$ cat config.mk
export PLATFORM = sky130hd
export DESIGN_NAME = btn_evt_flat
export DESIGN_NICKNAME = d
export VERILOG_FILES = /design/src/rtl/btn_pkg.sv /design/src/rtl/btn_evt_if.sv /design/src/rtl/btn_evt_edge_det.sv /design/src/rtl/btn_evt.sv /design/src/flat_wrapper.sv
export SDC_FILE = /design/constraint.sdc
export NUM_CORES = 1
export LEC_CHECK = 0
export CORE_AREA = 3 3 68 70
export DETAILED_ROUTE_END_ITERATION = 8
export DIE_AREA = 0 0 71 73
export GPL_ROUTABILITY_DRIVEN = 0
export GPL_TIMING_DRIVEN = 0
export PLACE_DENSITY_LB_ADDON = 0.08
export SYNTH_ARGS = -nofsm -noshare
export SYNTH_HDL_FRONTEND = slang
export SYNTH_SLANG_ARGS = --single-unit
$ cat constraint.sdc
create_clock -name clk -period 4.2 [get_ports clk]
set_input_delay 1.26 -clock clk [delete_from_list [all_inputs] [get_ports clk]]
set_output_delay 1.26 -clock clk [all_outputs]
set_load 0.05 [all_outputs]
$ cat src/rtl/btn_pkg.sv
// Shared types and default timing for the push-button input chain (debouncer and event stage).
package btn_pkg;

  typedef enum logic [1:0] {IDLE, PRESS, LONG} btn_state_t;

  localparam int unsigned CNT_W = 32;

  // Default tick counts in clk cycles; the debouncer uses DEB_TICKS_DEF.
  localparam logic [CNT_W-1:0] DEB_TICKS_DEF    = 32'd5000;
  localparam logic [CNT_W-1:0] LONG_TICKS_DEF   = 32'd1000;
  localparam logic [CNT_W-1:0] REPEAT_TICKS_DEF = 32'd200;

endpackage

$ cat src/rtl/btn_evt_if.sv
// Button event bundle: debounced level in, one-clock event strobes and held level out.
interface btn_evt_if;

  // release/repeat are SystemVerilog keywords, hence the _evt suffix.
  logic in;
  logic press;
  logic release_evt;
  logic long_press;
  logic repeat_evt;
  logic held;

  modport master (
    output in,
    input  press,
    input  release_evt,
    input  long_press,
    input  repeat_evt,
    input  held
  );

  modport slave (
    input  in,
    output press,
    output release_evt,
    output long_press,
    output repeat_evt,
    output held
  );

endinterface

$ cat src/rtl/btn_evt_edge_det.sv
// Edge detector: registers a synchronous level and flags its rising and falling edges.
module btn_evt_edge_det (
  input  logic clk,
  input  logic rst,
  input  logic lvl,
  output logic rise,
  output logic fall
);

  logic in_q;

  always_ff @(posedge clk) begin
    if (rst) begin
      in_q <= 1'b0;
    end else begin
      in_q <= lvl;
    end
  end

  assign rise = lvl & ~in_q;
  assign fall = ~lvl & in_q;

endmodule

$ cat src/rtl/btn_evt.sv
// Button event generator: press, release, long-press and held status from a debounced level.
// Auto-repeat strobes are built only when BTN_EVT_REPEAT_EN is defined.
module btn_evt
  import btn_pkg::*;
#(
  parameter logic [CNT_W-1:0] LONG_TICKS   = LONG_TICKS_DEF,
  parameter logic [CNT_W-1:0] REPEAT_TICKS = REPEAT_TICKS_DEF,
  parameter logic             ACTIVE_LOW   = 1'b0
) (
  input  logic      clk,
  input  logic      rst,
  btn_evt_if.slave  bus
);

  logic lvl, rise, fall;

  assign lvl = bus.in ^ ACTIVE_LOW;

  btn_evt_edge_det u_edge_det (
    .clk  (clk),
    .rst  (rst),
    .lvl  (lvl),
    .rise (rise),
    .fall (fall)
  );

  btn_state_t       state_q, state_d;
  logic [CNT_W-1:0] cnt_q, cnt_d;
  logic             press_q, press_d;
  logic             rel_q, rel_d;
  logic             long_q, long_d;
  logic             held_q, held_d;
`ifdef BTN_EVT_REPEAT_EN
  logic             rpt_q, rpt_d;
`endif

  always_ff @(posedge clk) begin
    if (rst) begin
      state_q <= IDLE;
      cnt_q   <= '0;
      press_q <= 1'b0;
      rel_q   <= 1'b0;
      long_q  <= 1'b0;
      held_q  <= 1'b0;
`ifdef BTN_EVT_REPEAT_EN
      rpt_q   <= 1'b0;
`endif
    end else begin
      state_q <= state_d;
      cnt_q   <= cnt_d;
      press_q <= press_d;
      rel_q   <= rel_d;
      long_q  <= long_d;
      held_q  <= held_d;
`ifdef BTN_EVT_REPEAT_EN
      rpt_q   <= rpt_d;
`endif
    end
  end

  // A fall always wins over a threshold hit in the same cycle.
  always_comb begin
    state_d = state_q;
    cnt_d   = cnt_q;
    press_d = 1'b0;
    rel_d   = 1'b0;
    long_d  = 1'b0;
    held_d  = held_q;
`ifdef BTN_EVT_REPEAT_EN
    rpt_d   = 1'b0;
`endif
    unique case (state_q)
      IDLE: begin
        if (rise) begin
          press_d = 1'b1;
          held_d  = 1'b1;
          cnt_d   = '0;
          state_d = PRESS;
        end
      end
      PRESS: begin
        if (fall) begin
          rel_d   = 1'b1;
          held_d  = 1'b0;
          state_d = IDLE;
        end else if (cnt_q == LONG_TICKS - 32'd1) begin
          long_d  = 1'b1;
          cnt_d   = '0;
          state_d = LONG;
        end else begin
          cnt_d = cnt_q + 32'd1;
        end
      end
      LONG: begin
        if (fall) begin
          rel_d   = 1'b1;
          held_d  = 1'b0;
          state_d = IDLE;
        end
`ifdef BTN_EVT_REPEAT_EN
        else if (cnt_q == REPEAT_TICKS - 32'd1) begin
          rpt_d = 1'b1;
          cnt_d = '0;
        end else begin
          cnt_d = cnt_q + 32'd1;
        end
`endif
      end
      default: state_d = IDLE;
    endcase
  end

  assign bus.press       = press_q;
  assign bus.release_evt = rel_q;
  assign bus.long_press  = long_q;
  assign bus.held        = held_q;

`ifdef BTN_EVT_REPEAT_EN
  assign bus.repeat_evt = rpt_q;
`else
  logic unused_repeat_ticks;
  assign unused_repeat_ticks = ^REPEAT_TICKS;
  assign bus.repeat_evt      = 1'b0;
`endif

endmodule
$ cat src/flat_wrapper.sv
// flat-port wrapper written by rule: the top's interface ports become plain ports
module btn_evt_flat import btn_pkg::*;
#(
  parameter logic [CNT_W-1:0] LONG_TICKS   = LONG_TICKS_DEF,
  parameter logic [CNT_W-1:0] REPEAT_TICKS = REPEAT_TICKS_DEF,
  parameter logic             ACTIVE_LOW   = 1'b0
)
  (clk, rst, bus_in, bus_press, bus_release_evt, bus_long_press, bus_repeat_evt, bus_held);
  btn_evt_if bus_i ();
  input  logic clk;
  input  logic rst;
  input wire logic [$bits(bus_i.in)-1:0] bus_in;
  output wire logic [$bits(bus_i.press)-1:0] bus_press;
  output wire logic [$bits(bus_i.release_evt)-1:0] bus_release_evt;
  output wire logic [$bits(bus_i.long_press)-1:0] bus_long_press;
  output wire logic [$bits(bus_i.repeat_evt)-1:0] bus_repeat_evt;
  output wire logic [$bits(bus_i.held)-1:0] bus_held;
  assign bus_i.in = bus_in;
  assign bus_press = bus_i.press;
  assign bus_release_evt = bus_i.release_evt;
  assign bus_long_press = bus_i.long_press;
  assign bus_repeat_evt = bus_i.repeat_evt;
  assign bus_held = bus_i.held;
  btn_evt #(.LONG_TICKS(LONG_TICKS), .REPEAT_TICKS(REPEAT_TICKS), .ACTIVE_LOW(ACTIVE_LOW)) u_core (.clk(clk), .rst(rst), .bus(bus_i));
endmodule
### Yosys cells after proc, flatten, opt, wreduce, memory -nomap -nowiden

Index checks and enable logic that the tools add are counted.

| storage, ports and cells | value |
|---|---|
| flip-flop bits (word level) | 39 |
| input port bits | 3 |

| operators by class | value |
|---|---|
| add/sub/neg operators | 1 |
| equal/unequal tests | 8 |
| mux-type cells | 15 |
| bitwise gates (word level) | 7 |
| reductions and logical operators | 10 |

Operators with widths:

| cell | count |
|---|---|
| two-way mux 32 bit | 3 |
| case mux 32 bit (2 select lines) | 1 |
| adder 32 x 1 -> 32 bit, second input constant | 1 |
| equality test 32 x 10 -> 1 bit, second input constant | 1 |
| AND reduction 3 bit | 3 |
| two-way mux 2 bit | 4 |
| inequality test 2 x 1 -> 1 bit, second input constant | 3 |
| case mux 2 bit (3 select lines) | 1 |
| OR reduction 2 bit | 3 |
| two-way mux 1 bit | 5 |
| inverter 1 bit | 5 |
| nonzero test 2 bit | 2 |
| inequality test 3 x 1 -> 1 bit, second input constant | 1 |
| OR reduction 3 bit | 1 |
| bitwise AND 1 bit | 2 |
| equality test 2 x 1 -> 1 bit, second input constant | 1 |
| equality test 2 bit, second input constant | 1 |
| logical NOT 2 bit | 1 |
| inequality test 2 bit, second input constant | 1 |
| case mux 1 bit (2 select lines) | 1 |

### Depth between registers and ports, before layout

| logic depth | value |
|---|---|
| depth after elaboration | 4 |
| gate-level depth with buffers | 8 |
| mapped depth without buffers | 7 |

### Modules after synthesis

Synthesis repeated with hierarchy kept, for this count alone.

| unflattened totals | value |
|---|---|
| cells, all modules | 266 |
| area, all modules | 2,157.1 µm² |

By module, submodules not included:

| module | instances | cells each | area an instance (µm²) |
|---|---|---|---|
| btn_evt | 1 | 262 | 2,118.3 |
| btn_evt_edge_det | 1 | 4 | 38.8 |

### Worst setup path after synthesis

OpenSTA, ideal clock, no wires.

| timing path | value |
|---|---|
| kind | input-to-reg |
| start point | input port bus_in |
| end point | register u_core.cnt_q[24] |
| setup time | 0.116 ns |
| arrival time | 2.323 ns |
| path slack | 1.761 ns |
| stages on the path | 6 |
| path buffers | 1 |
| cells stage by stage | nor2b_1 o31ai_4 clkbuf_1 nand4_1 xnor2_1 nor2b_1 |

| between the ends | value |
|---|---|
| longest elaborated chain between the ends | 4 |

Ends and longest elaborated chain:

| item | RTL line | text |
|---|---|---|
| start, declared | flat_wrapper.sv:12 | `input wire logic [$bits(bus_i.in)-1:0] bus_in;` |
| inverter 1 bit | btn_evt_edge_det.sv:21 | `assign fall = ~lvl & in_q;` |
| bitwise AND 1 bit | btn_evt_edge_det.sv:21 |  |
| inequality test 2 bit (no source line) | -- |  |
| AND reduction 3 bit (no source line) (*) | -- |  |
| end signal, assigned | btn_evt.sv:50 | `cnt_q <= cnt_d;` |
| end, declared | btn_evt.sv:28 | `logic [CNT_W-1:0] cnt_q, cnt_d;` |

Mark *: on every way between the ends. The rest lies on a longest branch, timed or not.
A chain may end at the register's enable or synchronous reset.

### Worst setup path in the final report

Same ends and word-level chain as after synthesis.

==> metrics.yaml <==
timing:
  hold_violations: 0
  fin_ws_ns: 1.08
  drv_slew: 0
  final.setup.tns_ns: 0
  period_minus_slack_ns: 3.12
  fin_skew_ns: 0.00259
  setup_viol: 0
  fmax_ghz: 0.321
  rsz0062_at_grt: "false"
  slew_headroom_pct: 63.9
  tightest_slew_ns: 0.542
  fin_crit_sh_pct: 74.3
floorplan:
  coreArea_um2: 4030
  dieArea_um2: 5180
  start_util_pct: 49.8
  fp.dieW_um: 71
  rows: 23
  io-pin-count: 8
  chipHeight_um: 73
finish:
  fin_cells: 296
  diodes: 0
  post-route-util_pct: 55.4
  layout.nets: 253
  area_growth_pct: 11.1
  drive_gt1_share_pct: 9.35
  nFillCells: 402
  multi_input_comb_area_um2: 1160
  regArea_um2: 781
routing:
  ant_nets: 0
  vias_per_cell: 5.56
  drc: 0
  drtIter0Drc: 119
  firstDrtPassIters: 4
  routed_wirelength_um: 4020
  post_drt_wl_per_cell_um: 13.6
  via_count: 1646
critical_path:
  cpLargestDelayFamily: "buffers and inverters"
  slowest_delay_ns: 0.54
  crit_fanout: 10
  crit_arrival_ns: 3.31
  crit_path_end_kind: "register"
  cp_slowest_cell: "clkdlybuf4s50_1"
  path_common_cell: "nor2b_1"
  required_ns: 4.39
  worstSetupPathType: "in2reg"
  start_kind: "input pin"
  cp.buffers_inverters: 2
  cp_cell_sequence: "clkdlybuf4s50_1, nor2b_1, o31ai_4, clkbuf_1, nand4_1, xnor2_1, nor2b_1"
synth:
  syn_avg_cell_area_um2: 8.66
  synth-main-ff-cell: "dfxtp_1"
  synth_cell_type_count: 43
  syn_inst: 232
  async_flop_share_pct: 0
  synth_top_area_cell: "dfxtp_1"
  synth_warnings: 0
  ys_seq_elements: 39
  netlist.area_leader.share_pct: 38.9
  ys_seq_area_share_pct: 38.9
  synth_area_leaders: "dfxtp_1, xor2_1, nor2_1"
  syn-cell-area_um2: 2010
  synth_edf_count: 0
  syn_nets: 240
cts:
  cts.sinks: 39
  clk_latency_ns: 0.29
  cts_made_buffers: 5
  clockRootBuffer: "clkbuf_8"
  cts_tree: "yes"
  hold_buffers: 0
  post_cts_buffers: 0
  cts.clk_slew.worst_paths_ns: 0.07
  cts-resized-gates: 0
  clk_path_buf_depth: 2
  htree_levels: 2
global_routing:
  overflow: 0
  grt_pass1_vias: 1615
  antenna_found_initial: 0
  track_usage_pct: 17.5
  grt_max_degree: 12
  grt_pass1_wl_um: 7180
placement:
  post-place-ws_ns: 0.788
  io_buffers: 6
  dp_hpwl_um: 2790
  dpl.cell_count: 288
power:
  irDropWorstVdd_mv: 0.171
  p_leak_uw: 0.000769
  power_density_nw_per_um2: 349
min_path:
  min-delay-path-class: "reg2reg"
job:
  maxCapViolCount: 0
run_status:
  status: "finished clean"
[cells in the mapped netlist, types with 6 or more instances]
| cell | n |
|---|---|
| dfxtp_1 | 39 |
| nor2_1 | 30 |
| nand2_1 | 15 |
| nand3_1 | 14 |
| nand4_1 | 13 |
| xor2_1 | 13 |
| xnor2_1 | 10 |
| a21oi_1 | 9 |
| inv_1 | 9 |
| nor4_1 | 7 |
| o21ai_0 | 7 |
| or3_1 | 6 |
[path summary, 6_finish.rpt]
| kind | start | to | slack (ns) | cells past startpoint |
|---|---|---|---|---|
| max reg2reg | u_core.state_q[0] | u_core.cnt_q[24] | 1.83 | 7 |
| min reg2reg | u_core.cnt_q[31] | u_core.cnt_q[31] | 0.49 | 2 |
| min | u_core.cnt_q[31] | u_core.cnt_q[31] | 0.49 | 2 |
| max | bus_in | u_core.cnt_q[24] | 1.08 | 7 |
[flip-flops by register name, summed over array words and instances, names as in the netlist]
| signal | flops |
|---|---|
| u_core.bus.release_evt | 1 |
| u_core.state_q | 2 |
| u_core.bus.held | 1 |
| u_core.u_edge_det.in_q | 1 |
| u_core.cnt_q | 32 |
| u_core.bus.long_press | 1 |
| u_core.bus.press | 1 |
[routing by layer]
metal  vias up  part of all wire (%)  track usage, %  routed length, um
met5         -                     0               0                  0
met4         0                   2.5            10.6                102
met3         9                   2.9            3.44                118
met2        26                    43            26.3               1740
met1       769                    51            23.2               2060
li1        842                     -               -                  -
[kinds of logic after synthesis]
kind of cell	share of synthesized area, %
XOR/XNOR	10.0
flip-flops	38.9
other	0.187
multiplexers	0.498
AND/OR/NAND/NOR	36.0
AO/OA/AOI/OAI	7.85
buffers and inverters	3.43
adder cells (fa/ha/maj)	3.12
[worst register-to-register path, stage by stage (launching register included)]
cell      delay [ns]
dfxtp_1         0.40
inv_1           0.08
ha_1            0.31
o31ai_4         0.50
clkbuf_1        0.48
nand4_1         0.21
xnor2_1         0.17
nor2b_1         0.12
[layout by cell type, fill, tap and decap left out, drive strengths merged, types with 3 or more instances in the layout]
master	Yosys	routed
a21oi	10	10
and3	3	3
buf	5	5
clkbuf	2	10
clkdlybuf4s50	0	6
dfxtp	39	39
ha	5	5
inv	9	9
nand2	15	15
nand2b	3	3
nand3	16	16
nand4	15	15
nand4b	3	3
nor2	31	31
nor2b	4	4
nor3	6	6
nor3b	3	3
nor4	10	10
o21ai	7	7
o31ai	4	4
or3	6	6
xnor2	10	10
xor2	13	13
[through the flow]
| stage | power, uW | cell area [um^2] | hold slack (ns) |
|---|---|---|---|
| 2_1_floorplan | 478 | 2010 | 0.452 |
| 3_3_place_gp | 509 | 2130 | 0.469 |
| 3_5_place_dp | 510 | 2130 | 0.480 |
| 4_1_cts | 788 | 2230 | 0.490 |
| 5_1_grt | 816 | 2230 | 0.509 |
| 6_report | 779 | 2230 | 0.488 |
[cell type report]
type                       count  share of cell area [%]
clock buffer                   8                    4.49
inverter                       9                    1.51
multi-input combinational    177                    51.9
buffer                         7                    1.57
timing repair buffer           6                    2.69
sequential                    39                    35.0
tap                           50                    2.80
[where the power goes]
group | switching [uW] | internal (uW) | leakage (uW)
Clock | 129 | 150 | 0.0000515
Combinational | 76.4 | 36.0 | 0.000402
Sequential | 9.33 | 379 | 0.000315
No activity file was read; power rests on OpenSTA's default activity.
